**config.mk**
```make
export PLATFORM = sky130hd
export DESIGN_NAME = mips_multicycle_ctrl
export DESIGN_NICKNAME = d
export VERILOG_FILES = /design/src/rtl/mips_multicycle_ctrl.sv
export SDC_FILE = /design/constraint.sdc
export NUM_CORES = 1
export LEC_CHECK = 0
export CORE_ASPECT_RATIO = 0.9
export CORE_MARGIN = 4
export CORE_UTILIZATION = 35
export DETAILED_ROUTE_END_ITERATION = 12
export HOLD_SLACK_MARGIN = 0.05
export PLACE_DENSITY_LB_ADDON = 0.3
export SYNTH_ARGS = -nofsm -noshare
export SYNTH_HDL_FRONTEND = slang
export SYNTH_SLANG_ARGS = --single-unit
```
**constraint.sdc**
```tcl
create_clock -name clk -period 3.6 [get_ports clk]
set_input_delay 0.72 -clock clk [delete_from_list [all_inputs] [get_ports clk]]
set_output_delay 0.72 -clock clk [all_outputs]
set_load 0.005 [all_outputs]
```
**src/rtl/mips_multicycle_ctrl.sv**
```systemverilog
// rtl/mips_multicycle_ctrl.sv - multi-cycle MIPS control FSM with memory stall/timeout trap
// Optional MCTRL_PERF_EN adds retired_cnt (retired-instruction counter).
module mips_multicycle_ctrl #(
    parameter int MEM_TIMEOUT = 16,
    parameter int TW          = 8
) (
    input  logic        clk,
    input  logic        reset,
    input  logic [5:0]  opcode,
    input  logic        zero,
    input  logic        mem_ready,
    output logic        pc_write,
    output logic        pc_write_cond,
    output logic        branch_ne,
    output logic        i_or_d,
    output logic        mem_read,
    output logic        mem_write,
    output logic        ir_write,
    output logic        reg_dst,
    output logic        reg_write,
    output logic        mem_to_reg,
    output logic        alu_src_a,
    output logic [1:0]  alu_src_b,
    output logic [1:0]  alu_op,
    output logic [1:0]  pc_source,
    output logic        illegal_op,
    output logic        bus_err,
    output logic [3:0]  state
`ifdef MCTRL_PERF_EN
    ,
    output logic [31:0] retired_cnt
`endif
);

    typedef enum logic [3:0] {
        S_FETCH    = 4'd0,
        S_DECODE   = 4'd1,
        S_MEM_ADDR = 4'd2,
        S_MEM_RD   = 4'd3,
        S_MEM_WB   = 4'd4,
        S_MEM_WR   = 4'd5,
        S_EXEC_R   = 4'd6,
        S_R_WB     = 4'd7,
        S_BRANCH   = 4'd8,
        S_JUMP     = 4'd9,
        S_EXEC_I   = 4'd10,
        S_I_WB     = 4'd11,
        S_TRAP     = 4'd12
    } state_t;

    localparam logic [5:0] OP_R    = 6'b000000;
    localparam logic [5:0] OP_LW   = 6'b100011;
    localparam logic [5:0] OP_SW   = 6'b101011;
    localparam logic [5:0] OP_BEQ  = 6'b000100;
    localparam logic [5:0] OP_BNE  = 6'b000101;
    localparam logic [5:0] OP_J    = 6'b000010;
    localparam logic [5:0] OP_ADDI = 6'b001000;
    localparam logic [5:0] OP_ANDI = 6'b001100;
    localparam logic [5:0] OP_ORI  = 6'b001101;
    localparam logic [5:0] OP_SLTI = 6'b001010;

    state_t          state_q, state_d;
    logic [TW-1:0]   wait_q, wait_d;
    logic            cause_bus_q, cause_bus_d;
    logic            mem_state;
    logic            timeout;
    logic            unused_zero;

    // zero only feeds the datapath branch gate; it is never sampled here
    assign unused_zero = zero;

    assign mem_state = (state_q == S_FETCH) || (state_q == S_MEM_RD) || (state_q == S_MEM_WR);
    assign timeout   = mem_state && !mem_ready && (wait_q == TW'(MEM_TIMEOUT - 1));
    assign state     = state_q;

    always_comb begin
        wait_d = '0;
        if (mem_state && !mem_ready && !timeout) begin
            wait_d = wait_q + 1'b1;
        end
    end

    always_comb begin
        state_d       = state_q;
        cause_bus_d   = cause_bus_q;
        pc_write      = 1'b0;
        pc_write_cond = 1'b0;
        branch_ne     = 1'b0;
        i_or_d        = 1'b0;
        mem_read      = 1'b0;
        mem_write     = 1'b0;
        ir_write      = 1'b0;
        reg_dst       = 1'b0;
        reg_write     = 1'b0;
        mem_to_reg    = 1'b0;
        alu_src_a     = 1'b0;
        alu_src_b     = 2'b00;
        alu_op        = 2'b00;
        pc_source     = 2'b00;
        illegal_op    = 1'b0;
        bus_err       = 1'b0;
        if (!reset) begin
            case (state_q)
                S_FETCH: begin
                    mem_read  = 1'b1;
                    alu_src_b = 2'b01;
                    if (mem_ready) begin
                        ir_write = 1'b1;
                        pc_write = 1'b1;
                        state_d  = S_DECODE;
                    end else if (timeout) begin
                        cause_bus_d = 1'b1;
                        state_d     = S_TRAP;
                    end
                end
                S_DECODE: begin
                    alu_src_b = 2'b11;
                    case (opcode)
                        OP_R:                             state_d = S_EXEC_R;
                        OP_LW, OP_SW:                     state_d = S_MEM_ADDR;
                        OP_BEQ, OP_BNE:                   state_d = S_BRANCH;
                        OP_J:                             state_d = S_JUMP;
                        OP_ADDI, OP_ANDI, OP_ORI, OP_SLTI: state_d = S_EXEC_I;
                        default: begin
                            cause_bus_d = 1'b0;
                            state_d     = S_TRAP;
                        end
                    endcase
                end
                S_MEM_ADDR: begin
                    alu_src_a = 1'b1;
                    alu_src_b = 2'b10;
                    state_d   = (opcode == OP_SW) ? S_MEM_WR : S_MEM_RD;
                end
                S_MEM_RD: begin
                    mem_read = 1'b1;
                    i_or_d   = 1'b1;
                    if (mem_ready) begin
                        state_d = S_MEM_WB;
                    end else if (timeout) begin
                        cause_bus_d = 1'b1;
                        state_d     = S_TRAP;
                    end
                end
                S_MEM_WB: begin
                    reg_write  = 1'b1;
                    mem_to_reg = 1'b1;
                    state_d    = S_FETCH;
                end
                S_MEM_WR: begin
                    mem_write = 1'b1;
                    i_or_d    = 1'b1;
                    if (mem_ready) begin
                        state_d = S_FETCH;
                    end else if (timeout) begin
                        cause_bus_d = 1'b1;
                        state_d     = S_TRAP;
                    end
                end
                S_EXEC_R: begin
                    alu_src_a = 1'b1;
                    alu_op    = 2'b10;
                    state_d   = S_R_WB;
                end
                S_R_WB: begin
                    reg_write = 1'b1;
                    reg_dst   = 1'b1;
                    state_d   = S_FETCH;
                end
                S_EXEC_I: begin
                    alu_src_a = 1'b1;
                    alu_src_b = 2'b10;
                    alu_op    = 2'b11;
                    state_d   = S_I_WB;
                end
                S_I_WB: begin
                    reg_write = 1'b1;
                    state_d   = S_FETCH;
                end
                S_BRANCH: begin
                    alu_src_a     = 1'b1;
                    alu_op        = 2'b01;
                    pc_write_cond = 1'b1;
                    pc_source     = 2'b01;
                    branch_ne     = (opcode == OP_BNE);
                    state_d       = S_FETCH;
                end
                S_JUMP: begin
                    pc_write  = 1'b1;
                    pc_source = 2'b10;
                    state_d   = S_FETCH;
                end
                S_TRAP: begin
                    pc_write   = 1'b1;
                    pc_source  = 2'b11;
                    illegal_op = !cause_bus_q;
                    bus_err    = cause_bus_q;
                    state_d    = S_FETCH;
                end
                default: state_d = S_FETCH;
            endcase
        end
    end

    always_ff @(posedge clk or posedge reset) begin
        if (reset) begin
            state_q     <= S_FETCH;
            wait_q      <= '0;
            cause_bus_q <= 1'b0;
        end else begin
            state_q     <= state_d;
            wait_q      <= wait_d;
            cause_bus_q <= cause_bus_d;
        end
    end

`ifdef MCTRL_PERF_EN
    logic        retire;
    logic [31:0] retired_q;

    // TRAP exits and stray encodings return to FETCH without retiring
    assign retire = (state_d == S_FETCH) &&
                    ((state_q == S_MEM_WB) || (state_q == S_MEM_WR) || (state_q == S_R_WB) ||
                     (state_q == S_I_WB) || (state_q == S_BRANCH) || (state_q == S_JUMP));

    always_ff @(posedge clk or posedge reset) begin
        if (reset) begin
            retired_q <= '0;
        end else if (retire) begin
            retired_q <= retired_q + 32'd1;
        end
    end

    assign retired_cnt = retired_q;
`endif

endmodule

```
# ---- After elaboration in Yosys (flattened, before gate mapping)
# Index checks and enable logic that the tools add are counted.
dict set report totals {
  regBits 13
  in_bits 10
  out_inout_bits 23
  elab_cells 98
}
dict set report op_classes {
  add_sub_neg 1
  n_eq_ne 25
  muxes 45
  bitwise_logic 1
  n_reduce_logical 23
}
# operator n
set op_table {}
lappend op_table {{2-to-1 mux 1 bit} 29}
lappend op_table {{one-hot mux 4 bit (7 select lines)} 1}
lappend op_table {{== test 6 x 4 -> 1 bit, second input constant} 4}
lappend op_table {{== test 4 bit, second input constant} 5}
lappend op_table {{one-hot mux 4 bit (5 select lines)} 1}
lappend op_table {{one-hot mux 2 bit (3 select lines)} 3}
lappend op_table {{== test 4 x 3 -> 1 bit, second input constant} 4}
lappend op_table {{2-to-1 mux 4 bit} 4}
lappend op_table {{== test 6 x 3 -> 1 bit, second input constant} 2}
lappend op_table {{== test 6 bit, second input constant} 2}
lappend op_table {{OR reduction 2 bit} 6}
lappend op_table {{OR reduction 10 bit} 1}
lappend op_table {{adder 8 x 1 -> 8 bit, second input constant} 1}
lappend op_table {{== test 4 x 2 -> 1 bit, second input constant} 2}
lappend op_table {{== test 8 x 4 -> 1 bit, second input constant} 1}
lappend op_table {{2-to-1 mux 8 bit} 1}
lappend op_table {{OR reduction 4 bit} 2}
lappend op_table {{== test 6 x 2 -> 1 bit, second input constant} 1}
lappend op_table {{logical NOT 6 bit} 1}
lappend op_table {{2-to-1 mux 2 bit} 3}
lappend op_table {{OR reduction 3 bit} 2}
lappend op_table {{AND reduction 5 bit} 1}
lappend op_table {{== test 4 x 1 -> 1 bit, second input constant} 1}
lappend op_table {{logical NOT 4 bit} 1}
lappend op_table {{9 further kinds} 16}

# ---- Logic depth before layout (Yosys ltp)
# Gate-level depths: netlist of the first run.
dict set report logic_depth {
  ltp_word 8
  depth_mapped 7
  ltp_nobuf 6
}

# ---- Worst setup path after synthesis of the first run
# Ideal clock, no wire load.
dict set report synth_timing {
  path_kind {input to output}
  start {input reset}
  end {output reg_dst}
  arrival_time_ns 1.639
  required_ns 2.880
  slack_ns 1.241
  stages 4
  n_path_buf 1
  path_cell_list {clkbuf_1 inv_1 nand2_1 nor3_1}
}
dict set report synth_between {
  elab_chain_cells 1
}
# item line
set synth_lines {}
lappend synth_lines {{start: declaration} 8} ;# input logic reset,
lappend synth_lines {{2-to-1 mux 1 bit} 102} ;# if (!reset) begin
lappend synth_lines {{end: declaration} 19} ;# output logic reg_dst,
# No other way between the ends.

# ---- Worst setup path after layout of the first run
dict set report layout_timing {
  start {input reset}
  end {output branch_ne}
}
dict set report layout_between {
  elab_chain_cells 1
}
# item line
set layout_lines {}
lappend layout_lines {{2-to-1 mux 1 bit} 102}
lappend layout_lines {{end: declaration} 14} ;# output logic branch_ne,
# No other way between the ends.

==> flow_summary.toml, run 1 <==
[critical_path]
setup.worst_path.class = "in2out"
origin_of_the_critical_flop_to_flop_path = "state[3]"
path_max_fanout = 7
crit_path_end_kind = "output pin"
startpoint_of_the_worst_setup_timing_path = "reset"
critical_path_required_ns = 2.88
critPathLaunchType = "input port"
worst-endpoint-arrival_ns = 2.45

[clock_tree]
cts-resized-gates = 0
post_cts_setup_repair_buffer_count = 0
cts_tree = "done"
worstSkewPairLatency_ns = 0.26
cts_buffers = 3
clock_sink_count = 13
cts_root_buffer = "sky130_fd_sc_hd__clkbuf_4"
clkTransAtPathRegs_ns = 0.07
cts_hold_repair.buffers = 0
htreeDepth = 1
cts.path.max_buffers = 2

[floorplan]
die-area_sq_mm = 0.004096
placementRows = 19
initial_utilization_pct = 36.06
x_dimension_of_the_die_um = 67.02
placeableCoreArea_sq_mm = 0.003043
die_h_um = 61.12
pin_count = 33

[place]
place_area_sq_mm = 0.001435
dp_hpwl_um = 2063
place.port_buffers = 31
gpl.final_weighted_congestion = 0.9250

[global_route]
grt.busiest_layer = "met2"
groute.layer.met2.usage_pct = 23.39
grt_remaining_overflow = 0
global_route.usage.met3_pct = 2.372
gr_layer_usage_met1_pct = 20.98
grt_pass1_wl_um = 4747
first_global_vias = 1058
initial_antenna_violation_count = 0
grt_max_degree = 25
grt_use_total_pct = 14.59

[hold_path]
hold_path_startpoint = "wait_q[0]"
holdCritPathClass = "reg2reg"

[logic_synthesis]
synthesis.nets = 152
synth-async-reset-ratio_pct = 100.0
synth-seq-area-share_pct = 29.65
ys_ff_latch = 13
synth_simple_gate_area_share_pct = 35.80
post_synth_xor_area_fraction_pct = 6.385
yosys.cell_types.count = 49
synth.area.mux_share_pct = 0
ys_warn_count = 0
synth_adder_area_share_pct = 1.140
mappedNetlistArea_sq_mm = 0.001097
synth_edf_count = 0
postSynth.topFlopCell = "sky130_fd_sc_hd__dfrtp_1"
syn-instance-count = 141
synth-compound-area-share_pct = 22.01
dominant_combinational_cell_family_by_area_after_synthesis = "simple AND/OR/NAND/NOR gates"
syn-mean-instance-area_sq_um = 7.782

[power_and_ir_drop]
ir_drop_uv = 120.6
cellPowerDensity_mw_per_mm2 = 455.5
power_leakage_nw = 0.5684

[timing]
finalClockSkew_ns = 0.0004410
fin_worst_hold_slack_ns = 0.4590
rsz0062_at_grt = "no"
finalSetupViolations = 0
hold_viol_final = 0
final_period_minus_worst_setup_slack_ns = 3.171
slew_at_the_pin_with_the_worst_max_slew_slack_ns = 0.7389
min_period_over_period_pct = 88.10
fin_max_slew_vios = 0
tns_ns = 0
fmaxAchievable_mhz = 315.3
timing.slew.headroom_pct = 50.74

[final_layout]
synthToLayoutAreaGrowth_pct = 33.18
final_layout_size_suffix_gt1_share_pct = 5.882
layout.nets = 182
finish.utilization_pct = 48.03
final_cell_area_sq_mm = 0.001461
commonest_non_fill_non_tap_cell_in_the_layout = "sky130_fd_sc_hd__clkdlybuf4s50_1"
diodes = 0
leading_cell_types_in_the_layout_fill_and_taps_excluded = "sky130_fd_sc_hd__clkdlybuf4s50_1 (31), sky130_fd_sc_hd__nor2_1 (19), sky130_fd_sc_hd__dfrtp_1 (13)"
fillCellCount = 321

[detailed_routing]
drt.antenna.violating_nets = 0
detail_route.first_pass.iterations = 5
remaining_drc_errors = 0
routed_wirelength_um = 2720
number_of_drc_markers_after_the_initial_detailed_route_iteration = 64
dr_vias = 1145
vias_per_std_cell = 5.401
detail_route.wl_per_cell_um = 12.83

[outcome]
outcome = "completed"

[run]
cap_violations = 0
[where the power goes]
part	leakage, nW	total (mW)	internal (mW)	switching [mW]
Sequential	0.178	0.248	0.168	0.0802
Combinational	0.375	0.331	0.180	0.151
Clock	0.0150	0.0867	0.0428	0.0439
Total	0.568	0.666	0.390	0.275
[cell families (layout without fill, tap and decap cells)]
family                   count (synthesis)  after routing
flip-flops                              13             13
XOR/XNOR                                 8              8
buffers and inverters                   12             41
AO/OA/AOI/OAI                           35             35
AND/OR/NAND/NOR                         72             72
adder cells (fa/ha/maj)                  1              1
[area by class of cell]
class / instances / area, sq um / share of cell area, %
inverters: 4 / 15.01 / 1.027
repair buffers: 33 / 325.3 / 22.26
well taps: 42 / 52.55 / 3.596
clock buffers: 4 / 26.28 / 1.798
flip-flops and latches: 13 / 325.3 / 22.26
multi-input cells: 116 / 716.9 / 49.06
[through the flow]
step                power [mW]  setup WS (ns)  cells
floorplan               0.4461          1.241    141
global placement        0.5762         0.4280    208
detailed placement      0.5824         0.4166    208
CTS                     0.6695         0.3962    212
global route            0.7269         0.2127    212
finish                  0.6656         0.4286    212
[flip-flops by register name, indices dropped and copies added (netlist names)]
register     flops
cause_bus_q      1
state            4
wait_q           8
[cells in the mapped netlist (2+ instances only)]
master	number	area, sq um
sky130_fd_sc_hd__o21ai_0	3	15.01
sky130_fd_sc_hd__nor2b_1	2	12.51
sky130_fd_sc_hd__a211oi_1	3	22.52
sky130_fd_sc_hd__a21oi_1	8	40.04
sky130_fd_sc_hd__xnor2_1	5	43.79
sky130_fd_sc_hd__or2_1	2	12.51
sky130_fd_sc_hd__clkbuf_1	4	15.01
sky130_fd_sc_hd__dfrtp_1	13	325.3
sky130_fd_sc_hd__nand2_1	12	45.04
sky130_fd_sc_hd__xor2_1	3	26.28
sky130_fd_sc_hd__o21bai_1	2	15.01
sky130_fd_sc_hd__buf_2	2	10.01
sky130_fd_sc_hd__a31oi_1	3	18.77
sky130_fd_sc_hd__nor4_1	7	43.79
sky130_fd_sc_hd__and3_1	3	18.77
sky130_fd_sc_hd__nor2_1	19	71.32
sky130_fd_sc_hd__nand3_1	2	10.01
sky130_fd_sc_hd__nand2b_1	5	31.28
sky130_fd_sc_hd__o21ai_1	3	15.01
sky130_fd_sc_hd__nor3b_1	2	15.01
sky130_fd_sc_hd__nor3_1	7	35.03
sky130_fd_sc_hd__inv_1	4	15.01
[worst max-delay path, cell delays in order]
cell and delay (ns):
sky130_fd_sc_hd__clkdlybuf4s50_1 0.52, sky130_fd_sc_hd__nor2_1 0.16, sky130_fd_sc_hd__nand2_1 0.11, sky130_fd_sc_hd__nor3_1 0.22, sky130_fd_sc_hd__and4_1 0.22, sky130_fd_sc_hd__clkdlybuf4s50_1 0.50
[worst paths after layout]
kind,endpoint,slack (ns),depth (start not counted)
max in group asynchronous,wait_q[5],2.47,3
worst max register to register,state[3],1.65,5
worst min-delay path,wait_q[0],0.46,1
worst min register to register,wait_q[0],0.46,1
min in group asynchronous,state[0],0.96,3
worst max-delay path,branch_ne,0.43,6
[layer usage]
metal  wire (um)  up-vias
li1            -      576
met1        1347      530
met2        1217       37
met3         134        2
met4          21        0
met5           0        -
(Power assumes the default switching activity.)
==> inputs of run 2 (changes only) <==
--- a/config.mk
+++ b/config.mk
@@ -11,6 +11,7 @@
 export DETAILED_ROUTE_END_ITERATION = 12
 export HOLD_SLACK_MARGIN = 0.05
 export PLACE_DENSITY_LB_ADDON = 0.3
+export SKIP_LAST_GASP = 1
 export SYNTH_ARGS = -nofsm -noshare
 export SYNTH_HDL_FRONTEND = slang
 export SYNTH_SLANG_ARGS = --single-unit
==> results of run 2 <==
The final DEF is identical to that of run 1; final timing and power are the same.
==> RTL change (settings of run 2) <==
Change the parameter `TW` from 8 to 10.
--- a/src/rtl/mips_multicycle_ctrl.sv
+++ b/src/rtl/mips_multicycle_ctrl.sv
@@ -2,7 +2,7 @@
 // Optional MCTRL_PERF_EN adds retired_cnt (retired-instruction counter).
 module mips_multicycle_ctrl #(
     parameter int MEM_TIMEOUT = 16,
-    parameter int TW          = 8
+    parameter int TW          = 10
 ) (
     input  logic        clk,
     input  logic        reset,
Function: no difference found for any inputs over 10 cycles, from zero or initial values and one cycle with reset high; that may be too few to reach the edited logic, so the function may still have changed.
==> RTL change against run 2 <==
- cell area up 6.9%
- sequential cell count up 2
- global-route usage down 0.57 points
- final cell count up 2.8%
- setup slack better by 0.067 ns
- first-iteration DRC count up 9.4%
- power up 19%
- area after synthesis up 8.4%
- largest cell class unchanged
- routed wire length up 10%
==> RTL change: results (changes against run 2) <==
| Metric | Value |
|---|---|
| Htree depth | 1 (unchanged) |
| Filler cells | 308 (was 321) |
| Seq pwr | 272 uW (was 248 uW) |
| Met2 GRT Util | 23.1% (was 23.4%) |
| Adder-Cell Fraction of Synth Area | 1.05% (was 1.14%) |
| Synth Area in Compound Gates | 18.4% (was 22.0%) |
| HPWL Detailed | 2320 um (was 2060 um) |
| Share of cells above drive strength 1 | 5.11% (was 5.88%) |
| Comb pwr share | 49.3% (was 49.7%) |
| Crit-path max cell delay | 0.49 ns (was 0.52 ns) |
| Reg-to-reg critical path startpoint | state[0] (was state[3]) |
| 1st-iter DRT viols | 70 (was 64) |
| Final WL | 2990 um (was 2720 um) |
| Gpl congestion | 0.828 (was 0.925) |
| Yosys reg bits | 15 (was 13) |
| Pre-antenna DRT Iters | 4 (was 5) |
| Root Driver | clkbuf_8 (was clkbuf_4) |
| Met3 WL post-DR | 132 um (was 134 um) |
| VDD IR max | 0.166 mV (was 0.121 mV) |
| LEAKAGE | 0.000588 uW (was 0.000568 uW) |
| Seq/Total Area, Yosys | 31.5% (was 29.6%) |
| GRT met3 Usage | 3.34% (was 2.37%) |
| Final nets | 188 (was 182) |
| Sw Share | 38.8% (was 41.3%) |
| Largest register FFs | 10 (was 8) |
| Non-clock buffer share of cell area | 20.8% (was 22.3%) |
| Post-synthesis xor/xnor area fraction | 7.36% (was 6.39%) |
| Fraction of area in registers | 24.0% (was 22.3%) |
| GR Util met1 | 17.5% (was 21.0%) |
| WL met1 | 1380 um (was 1350 um) |
| First-pass GRT wire length | 5110 um (was 4750 um) |
| Slew @ Worst Pin | 0.650 ns (was 0.739 ns) |
| Number of global-route vias before repair | 1145 (was 1058) |
| Overall Global Routing Usage | 14.0% (was 14.6%) |
| Met2 WL | 1430 um (was 1220 um) |
| Syn Nets | 159 (was 152) |
| ClkCell Share | 2.88% (was 1.80%) |
| Status | complete, no violations (unchanged) |
| Worst-path fanout max | 20 (was 7) |
| Unique cell type count in the Yosys netlist | 44 (was 49) |
RTL change: cell count changes in the layout (fill, tap and decap cells not counted), moves of 3 or more:
cell / change
o21ai_0: +4
nor3_1: +3
clkbuf_4: -3
o21ai_1: -3
nor4_1: -3
clkbuf_8: +3
RTL change: stage by stage:
step / hold slack (ns) / instances / area [sq um] / utilization (%) / power, uW
finish: 0.469 / 218 / 1560 / 49.4 / 795
global route: 0.494 / 218 / 1560 / 49.4 / 859
CTS: 0.471 / 218 / 1560 / 49.4 / 803
detailed placement: 0.463 / 214 / 1520 / 48.0 / 668
global placement: 0.453 / 214 / 1520 / 48.0 / 656
floorplan: 0.429 / 148 / 1190 / - / 517
RTL change: worst paths after layout:
check	endpoint	slack [ns]	cells after the start
worst min-delay path	wait_q[0]	0.47	1
worst max-delay path	pc_write	0.50	5
min in group asynchronous	state[3]	1.06	4
worst max register to register	state[3]	1.52	5
worst min register to register	wait_q[0]	0.47	1
max in group asynchronous	wait_q[6]	2.35	4
